[src/rtl/async_filter_pkg.sv]
// Shared edge classification for the asynchronous input filter.
package async_filter_pkg;

  typedef enum logic [1:0] {
    EDGE_NONE = 2'b00,
    EDGE_RISE = 2'b01,
    EDGE_FALL = 2'b10
  } edge_e;

  // Classify a change of the debounced level.
  function automatic edge_e edge_of(input logic old_v, input logic new_v);
    edge_e e;
    e = EDGE_NONE;
    if (!old_v && new_v) e = EDGE_RISE;
    if (old_v && !new_v) e = EDGE_FALL;
    return e;
  endfunction

endpackage

[src/rtl/async_filter_ch.sv]
// One channel: plain DFF synchronizer, hold-count debouncer, edge pulses.
module async_filter_ch
  import async_filter_pkg::*;
#(
  parameter int unsigned N_DFF = 3,
  parameter int unsigned HOLD  = 4,
  parameter logic        INIT  = 1'b0
) (
  input  logic clk,
  input  logic rst_n,
  input  logic i_async,
  output logic o_sync,
  output logic o_stable,
  output logic o_rise,
  output logic o_fall,
  output logic o_pulse_nxt_c
);

  localparam int unsigned CNT_W = $clog2(HOLD + 1);
  localparam logic [CNT_W-1:0] CNT_LAST = CNT_W'(HOLD - 1);

  logic [N_DFF-1:0] r_sync;
  logic [CNT_W-1:0] r_cnt;
  logic             r_stable;
  logic             r_rise;
  logic             r_fall;

  logic             w_sync;
  logic [CNT_W-1:0] w_cnt_nxt;
  logic             w_stable_nxt;
  logic             w_flip;
  edge_e            w_edge;

  assign w_sync = r_sync[N_DFF-1];

  // Synchronizer chain: pure shift, nothing between stages.
  always_ff @(posedge clk) begin
    if (!rst_n) begin
      r_sync <= {N_DFF{INIT}};
    end else begin
      r_sync <= {r_sync[N_DFF-2:0], i_async};
    end
  end

  // Debounce decision: any agreeing cycle restarts the run of disagreements.
  always_comb begin
    w_cnt_nxt    = r_cnt;
    w_stable_nxt = r_stable;
    w_flip       = 1'b0;
    w_edge       = EDGE_NONE;
    if (w_sync == r_stable) begin
      w_cnt_nxt = '0;
    end else if (r_cnt == CNT_LAST) begin
      w_stable_nxt = w_sync;
      w_cnt_nxt    = '0;
      w_flip       = 1'b1;
      w_edge       = edge_of(r_stable, w_sync);
    end else begin
      w_cnt_nxt = r_cnt + CNT_W'(1);
    end
  end

  // Debounced state, counter and registered edge pulses.
  always_ff @(posedge clk) begin
    if (!rst_n) begin
      r_cnt    <= '0;
      r_stable <= INIT;
      r_rise   <= 1'b0;
      r_fall   <= 1'b0;
    end else begin
      r_cnt    <= w_cnt_nxt;
      r_stable <= w_stable_nxt;
      r_rise   <= (w_edge == EDGE_RISE);
      r_fall   <= (w_edge == EDGE_FALL);
    end
  end

  assign o_sync        = w_sync;
  assign o_stable      = r_stable;
  assign o_rise        = r_rise;
  assign o_fall        = r_fall;
  assign o_pulse_nxt_c = w_flip;

endmodule

[src/rtl/async_filter.sv]
// Multi-channel synchronizer/debouncer with per-channel edge pulses.
module async_filter
  import async_filter_pkg::*;
#(
  parameter int unsigned     N_CH  = 1,
  parameter int unsigned     N_DFF = 3,
  parameter int unsigned     HOLD  = 4,
  parameter logic [N_CH-1:0] INIT  = '0
) (
  input  logic            clk,
  input  logic            rst_n,
  input  logic [N_CH-1:0] async_in,
  output logic [N_CH-1:0] sync_out,
  output logic [N_CH-1:0] stable,
  output logic [N_CH-1:0] rise,
  output logic [N_CH-1:0] fall,
  output logic            any_edge
);

  logic [N_CH-1:0] w_pulse_nxt;
  logic            r_any_edge;

  // Independent channels; only the edge summary is shared.
  for (genvar g = 0; g < int'(N_CH); g++) begin : g_ch
    async_filter_ch #(
      .N_DFF (N_DFF),
      .HOLD  (HOLD),
      .INIT  (INIT[g])
    ) u_ch (
      .clk           (clk),
      .rst_n         (rst_n),
      .i_async       (async_in[g]),
      .o_sync        (sync_out[g]),
      .o_stable      (stable[g]),
      .o_rise        (rise[g]),
      .o_fall        (fall[g]),
      .o_pulse_nxt_c (w_pulse_nxt[g])
    );
  end

  // Edge summary registered alongside the per-channel pulses.
  always_ff @(posedge clk) begin
    if (!rst_n) begin
      r_any_edge <= 1'b0;
    end else begin
      r_any_edge <= |w_pulse_nxt;
    end
  end

  assign any_edge = r_any_edge;

endmodule

[config.mk]
export PLATFORM = sky130hd
export DESIGN_NAME = async_filter
export DESIGN_NICKNAME = d
export VERILOG_FILES = /design/src/rtl/async_filter_pkg.sv /design/src/rtl/async_filter_ch.sv /design/src/rtl/async_filter.sv
export SDC_FILE = /design/constraint.sdc
export NUM_CORES = 1
export LEC_CHECK = 0
export CAP_MARGIN = 20
export CORE_AREA = 2 2 39 41
export CTS_CLUSTER_SIZE = 25
export DETAILED_ROUTE_END_ITERATION = 8
export DIE_AREA = 0 0 41 43
export SKIP_LAST_GASP = 1
export SYNTH_ARGS = -nofsm -noshare
export SYNTH_HDL_FRONTEND = slang
export SYNTH_SLANG_ARGS = --single-unit
[constraint.sdc]
create_clock -name clk -period 1.4 [get_ports clk]
set_input_delay 0.35 -clock clk [delete_from_list [all_inputs] [get_ports clk]]
set_output_delay 0.35 -clock clk [all_outputs]
set_load 0.01 [all_outputs]
==> impl_metrics.tcl, run 1 <==
set metrics [dict create \
    cts_tree "built" \
    syn_nets 39 \
    die_h_um 43 \
    yosysWarnings 0 \
    tightest_slew_ps 100 \
    fin_nets 52 \
    core_mm2 0.00138 \
    path_class "flop to flop" \
    stdcell_area_um2 472 \
    fmax_ghz 0.774 \
    overflow 0 \
    synth_edf_count 0 \
    powerDensity_mw_per_mm2 1040 \
    cp-start-kind "flop" \
    power_mw 0.491 \
    fillers 138 \
    status "complete, no violations" \
    timing.setup.tns_ps 0 \
    insertedDiodeCount 0 \
    syn_area_um2 358 \
    drt_iter0_drc 2 \
    grt_setup_unrepaired "false" \
    grt_pass1_vias 164 \
    wl_per_cell_um 7.46 \
    syn_inst 32 \
    wl_um 440 \
    p_sw_share_pct 18.9 \
    cts_buffer_depth 2 \
    postCtsSetupRepairBufs 0 \
    clockRootBuffer "clkbuf_4" \
    async_flop_share_pct 0 \
    pwr-share-clk_pct 37.5 \
    timing.final.ws_setup_ps 108 \
    ys_ff_latch 10 \
    path_clk_slew_ps 60 \
    period_share_pct 92.3 \
    avgSynthCellArea_um2 11.2 \
    final-max-slew-violation-count 0 \
    setup.worst_path.end_class "flop" \
    leakagePower_nw 0.222 \
    place_area_um2 455 \
    start_util_pct 25.9 \
    finClkSkew_ps 5.07 \
    setup_viol 0 \
    antenna_found_initial 0 \
    pin_count 8 \
    ys_top_cells_by_area "dfxtp_1 56%, ha_1 14%, and2_2 6.3%" \
    gp_congestion 0.646 \
    synth_top_area_share_pct 55.9 \
    required_ps 1590 \
    maxCapViolations 0 \
    yosys-top-cells-count "10 x dfxtp_1, 4 x ha_1, 4 x inv_1, 3 x and2_2, 3 x nor2_1" \
    relSlewSlack_pct 93.1 \
    dp_slack_ps 13.0 \
    yosysUniqueCellTypes 12 \
    std_cell_rows 14 \
    io_buffers 7 \
    stdcell_count 59 \
    power.share.sequential_pct 59.1 \
    worstSkewPairLatency_ps 260 \
    yosysSeqAreaShare_pct 55.9 \
    fin_crit_ps 1290 \
    dp.cells 56 \
    worst-path-max-fanout 4 \
    numCtsBuffers 3 \
    hold_class "flop to flop" \
    ctsHtreeMaxLevel 1 \
    grt_pass1_wl_um 703 \
    dieArea_mm2 0.00176 \
    pwr-share-comb_pct 3.5 \
    yosysTopAreaCell "dfxtp_1" \
    hold_viol 0 \
    p_switching_mw 0.0925 \
    clock-sinks 10 \
    ant_nets 0 \
    grtUsageTotal_pct 6.86 \
    synth_most_common_cell "dfxtp_1" \
    grt_max_degree 8 \
    finalHoldWorstSlack_ps 429 \
    vdd_ir_drop_max_mv 0.526 \
    vias 228 \
    first_pass_iters 2 \
    crit_arrival_ps 1480 \
    internal-power_mw 0.398 \
    vias_per_cell 3.86 \
    drive_above_1_share_pct 20.9 \
    fin_util_pct 34.1 \
    hpwl_um 339 \
    fp.dieW_um 41 \
    synth_ff_type "dfxtp_1" \
    area_growth_pct 31.8 \
    drc_errors 0 \
]
critical path, cell delays in order, from the launching register on:
cell     delay (ps)
dfxtp_1         370
inv_1            60
ha_1            310
or3b_1          400
nor2_1           90
sequential cells by signal, indices dropped and copies added, names as in the netlist:
| name | cells |
|---|---|
| any_edge | 1 |
| g_ch.u_ch.o_rise | 1 |
| g_ch.u_ch.o_fall | 1 |
| g_ch.u_ch.r_sync | 3 |
| g_ch.u_ch.o_stable | 1 |
| g_ch.u_ch.r_cnt | 3 |
kinds of logic (layout without fill, tap and decap cells):
| group | count (synthesis) | in the layout | synth area share, % |
|---|---|---|---|
| and+or+nand+nor | 13 | 13 | 23.1 |
| buffers and inverters | 4 | 15 | 4.19 |
| muxes | 1 | 1 | 2.80 |
| adders and majority gates | 4 | 4 | 14.0 |
| DFF | 10 | 10 | 55.9 |
layer usage:
layer | up-vias | GRT usage (%) | part of all wire, %
met1 | 96 | 7.84 | 48
met5 | - | 0 | 0
met2 | 9 | 7.19 | 38
met3 | 0 | 9.42 | 13
li1 | 123 | - | -
met4 | 0 | 2.00 | 0
cell type report:
type	count	area, um^2	share of cell area, %
sequential	10	200	42.4
multi-input combinational	18	143	30.2
timing repair buffer	8	71.3	15.1
clock buffer	3	22.5	4.77
tap	16	20.0	4.24
inverter	4	15.0	3.18
timing repair:
action                     in CTS  in global routing
setup endpoints to repair       5                  0
gates resized for setup         5                  0
hold buffers                    0                  0
cells in the final DEF, fill, tap and decap left out:
cell type	instances
nor2_1	3
nand2_1	2
buf_4	1
dfxtp_1	10
and3_2	1
inv_1	4
dlygate4sd2_1	5
clkdlybuf4s50_1	2
nor2b_1	1
ha_1	4
mux2i_1	1
and3b_1	1
and2_2	3
or3b_1	1
and3b_2	1
clkbuf_4	3
power groups by stage:
stage	registers, mW	clock network, mW	logic [mW]
after floorplan	0.296	0	0.00547
after global placement	0.296	0	0.0175
after detailed placement	0.296	0	0.0177
after CTS	0.290	0.198	0.0172
after global routing	0.290	0.215	0.0193
final	0.290	0.184	0.0169
worst paths after layout:
path | slack (ps) | startpoint | depth (start not counted) | to
max | 110 | g_ch[0].u_ch.r_sync[2] | 4 | g_ch[0].u_ch.r_cnt[0]
min reg2reg | 430 | g_ch[0].u_ch.r_cnt[0] | 1 | g_ch[0].u_ch.r_cnt[0]
min | 430 | g_ch[0].u_ch.r_cnt[0] | 1 | g_ch[0].u_ch.r_cnt[0]
max reg2reg | 110 | g_ch[0].u_ch.r_sync[2] | 4 | g_ch[0].u_ch.r_cnt[0]
No activity file was read; power rests on OpenSTA's default activity.
==> run 2, diff against run 1 <==
--- a/config.mk
+++ b/config.mk
@@ -13,4 +13,5 @@
 export SKIP_LAST_GASP = 1
 export SYNTH_ARGS = -nofsm -noshare
 export SYNTH_HDL_FRONTEND = slang
+export SYNTH_HIERARCHICAL = 1
 export SYNTH_SLANG_ARGS = --single-unit
==> run 2 against run 1 <==
Compared with the run above:
- wire length up 8.0%
- global-route usage is 0.90 points higher
- via count up 8.8%
- non-clock buffer count is the same
- count of clock-buffer cells in the layout rose by 1
- maximum frequency is 1.1% lower
- register-to-register slack barely moved
- clock skew shrank 0.88 ps
- worst hold slack worse by 7.6 ps
- flip-flop and latch count unchanged
- power up 15%
- final area increased by 3.4%
- largest power group unchanged
==> impl_metrics.tcl, run 2 <==
set metrics [dict create \
    status "complete, no violations" \
    powerDensity_mw_per_mm2 1150 \
    avgSynthCellArea_um2 10.9 \
    synth_ff_type "dfxtp_1" \
    grtUsageTotal_pct 7.76 \
    grt_setup_unrepaired "false" \
    grt_max_degree 8 \
    r2r-start "g_ch[0].u_ch/r_sync[2]" \
    worstSkewPairLatency_ps 260 \
    fin_crit_ps 1310 \
    power_mw 0.563 \
    finalHoldWorstSlack_ps 422 \
    fp.dieW_um 41 \
    period_share_pct 93.3 \
    vdd_ir_drop_max_mv 0.471 \
    dieArea_mm2 0.00176 \
    cp-start-kind "flop" \
    ant_nets 0 \
    pwr-share-comb_pct 3.1 \
    grt_pass1_wl_um 807 \
    syn_nets 40 \
    cts_tree "built" \
    fmax_ghz 0.765 \
    clockRootBuffer "clkbuf_4" \
    grt_pass1_vias 205 \
    pin_count 8 \
    yosys-top-cells-count "10 x dfxtp_1, 4 x ha_1, 4 x inv_1, 3 x and2_2, 3 x nor2_1" \
    first_pass_iters 2 \
    setup_viol 0 \
    std_cell_rows 14 \
    p_sw_share_pct 18.7 \
    setup.worst_path.end_class "flop" \
    maxCapViolations 0 \
    required_ps 1600 \
    drt_iter0_drc 4 \
    fin_util_pct 35.3 \
    area_growth_pct 35.4 \
    min-delay-start "g_ch[0].u_ch/r_cnt[0]" \
    cts_hold_buffers 0 \
    hold_class "flop to flop" \
    p_switching_mw 0.105 \
    ys_top_cells_by_area "dfxtp_1 56%, ha_1 14%, and2_2 6.3%" \
    vias 248 \
    finClkSkew_ps 4.18 \
    yosysSeqAreaShare_pct 55.6 \
    final-max-slew-violation-count 0 \
    cts_buffer_depth 2 \
    largestRegisters "g_ch.u_ch/r_cnt x3, g_ch.u_ch/r_sync x3" \
    clock-sinks 10 \
    ctsHtreeMaxLevel 1 \
    layout_commonest_cell "dfxtp_1" \
    synth_edf_count 0 \
    leakagePower_nw 0.215 \
    async_flop_share_pct 0 \
    fin_nets 53 \
    yosysUniqueCellTypes 12 \
    relSlewSlack_pct 89.2 \
    critPathMaxStageDelay_ps 390 \
    start_util_pct 26.0 \
    gp_congestion 0.583 \
    wl_um 475 \
    numCtsBuffers 3 \
    io_buffers 7 \
    synth_top_area_share_pct 55.6 \
    path_clk_slew_ps 70 \
    drive_above_1_share_pct 17.8 \
    crit_chain "inv_1 -> ha_1 -> or3b_1 -> nor2_1" \
    syn_inst 33 \
    yosysWarnings 6 \
    crit_arrival_ps 1500 \
    core_mm2 0.00138 \
    insertedDiodeCount 0 \
    vias_per_cell 4.07 \
    pwr-share-clk_pct 45.4 \
    dp_slack_ps 31.9 \
    cp_slowest_cell "or3b_1" \
    final_cell_mix "10 x dfxtp_1, 5 x dlygate4sd2_1, 4 x inv_1, 4 x ha_1" \
    yosysTopAreaCell "dfxtp_1" \
    tightest_slew_ps 162 \
    critical_path.startpoint "g_ch[0].u_ch/r_sync[2]" \
    syn_area_um2 360 \
    internal-power_mw 0.458 \
    die_h_um 43 \
    ys_ff_latch 10 \
    worst-path-max-fanout 4 \
    fillers 140 \
    wl_per_cell_um 7.79 \
    timing.final.ws_setup_ps 93.6 \
    power.share.sequential_pct 51.5 \
    drc_errors 0 \
    antenna_found_initial 0 \
    path_class "flop to flop" \
    overflow 0 \
    synth_most_common_cell "dfxtp_1" \
    hold_viol 0 \
    timing.setup.tns_ps 0 \
]
[run 2: changes by cell type after synthesis, sizes merged]
cell / before / now
nand3b: 0 / 1
nor3b: 0 / 2
and3: 1 / 0
and2: 3 / 4
and3b: 2 / 0
[run 2: worst paths after layout]
path	endpoint	slack, ps	cells after the start
setup reg to reg	g_ch[0].u_ch/r_cnt[2]	90	4
hold / removal	g_ch[0].u_ch/r_cnt[0]	420	1
setup / recovery	g_ch[0].u_ch/r_cnt[2]	90	4
hold reg to reg	g_ch[0].u_ch/r_cnt[0]	420	1
[run 2: routing by layer]
metal	routed length (um)	GRT usage, %
met1	209	8.47
met2	218	8.44
met3	47	7.85
met4	0	6.00
met5	0	0
[run 2: metrics by stage]
stage / cells / instance area, um^2
5_1_grt: 61 / 488
2_1_floorplan: 33 / 360
6_report: 61 / 488
4_1_cts: 61 / 488
3_3_place_gp: 57 / 458
3_5_place_dp: 57 / 458
[run 2: repair_timing]
action | in CTS | in global routing
setup buffers | 0 | 0
endpoints found under the setup margin | 5 | 0
gates resized for setup | 5 | 0
[run 2: cells by family after synthesis]
logic type    after synthesis  synth area share (%)
fa+ha+maj                   4                  13.9
buf+inv                     4                  4.17
flops                      10                  55.6
mux                         1                  2.78
simple gates               14                  23.6
[run 2: power groups by stage]
stage               clock network [mW]  registers (mW)  logic [mW]
detailed placement                   0           0.296      0.0185
global placement                     0           0.296      0.0183
finish                           0.256           0.290      0.0177
global route                     0.288           0.290      0.0202
floorplan                            0           0.296     0.00597
CTS                              0.269           0.290      0.0184
[run 2: cell type report]
cell class / count / area, um^2 / area share, %
flip-flops and latches: 10 / 200 / 41.0
multi-input cells: 19 / 145 / 29.7
repair buffers: 8 / 71.3 / 14.6
clock buffers: 4 / 36.3 / 7.44
well taps: 16 / 20.0 / 4.10
inverters: 4 / 15.0 / 3.08
[run 2: critical path: cells and delay by family, from the launching register on]
| kind | cells | cell delay, ps |
|---|---|---|
| flops | 1 | 380 |
| simple gates | 2 | 490 |
| buf+inv | 1 | 60 |
| fa+ha+maj | 1 | 320 |
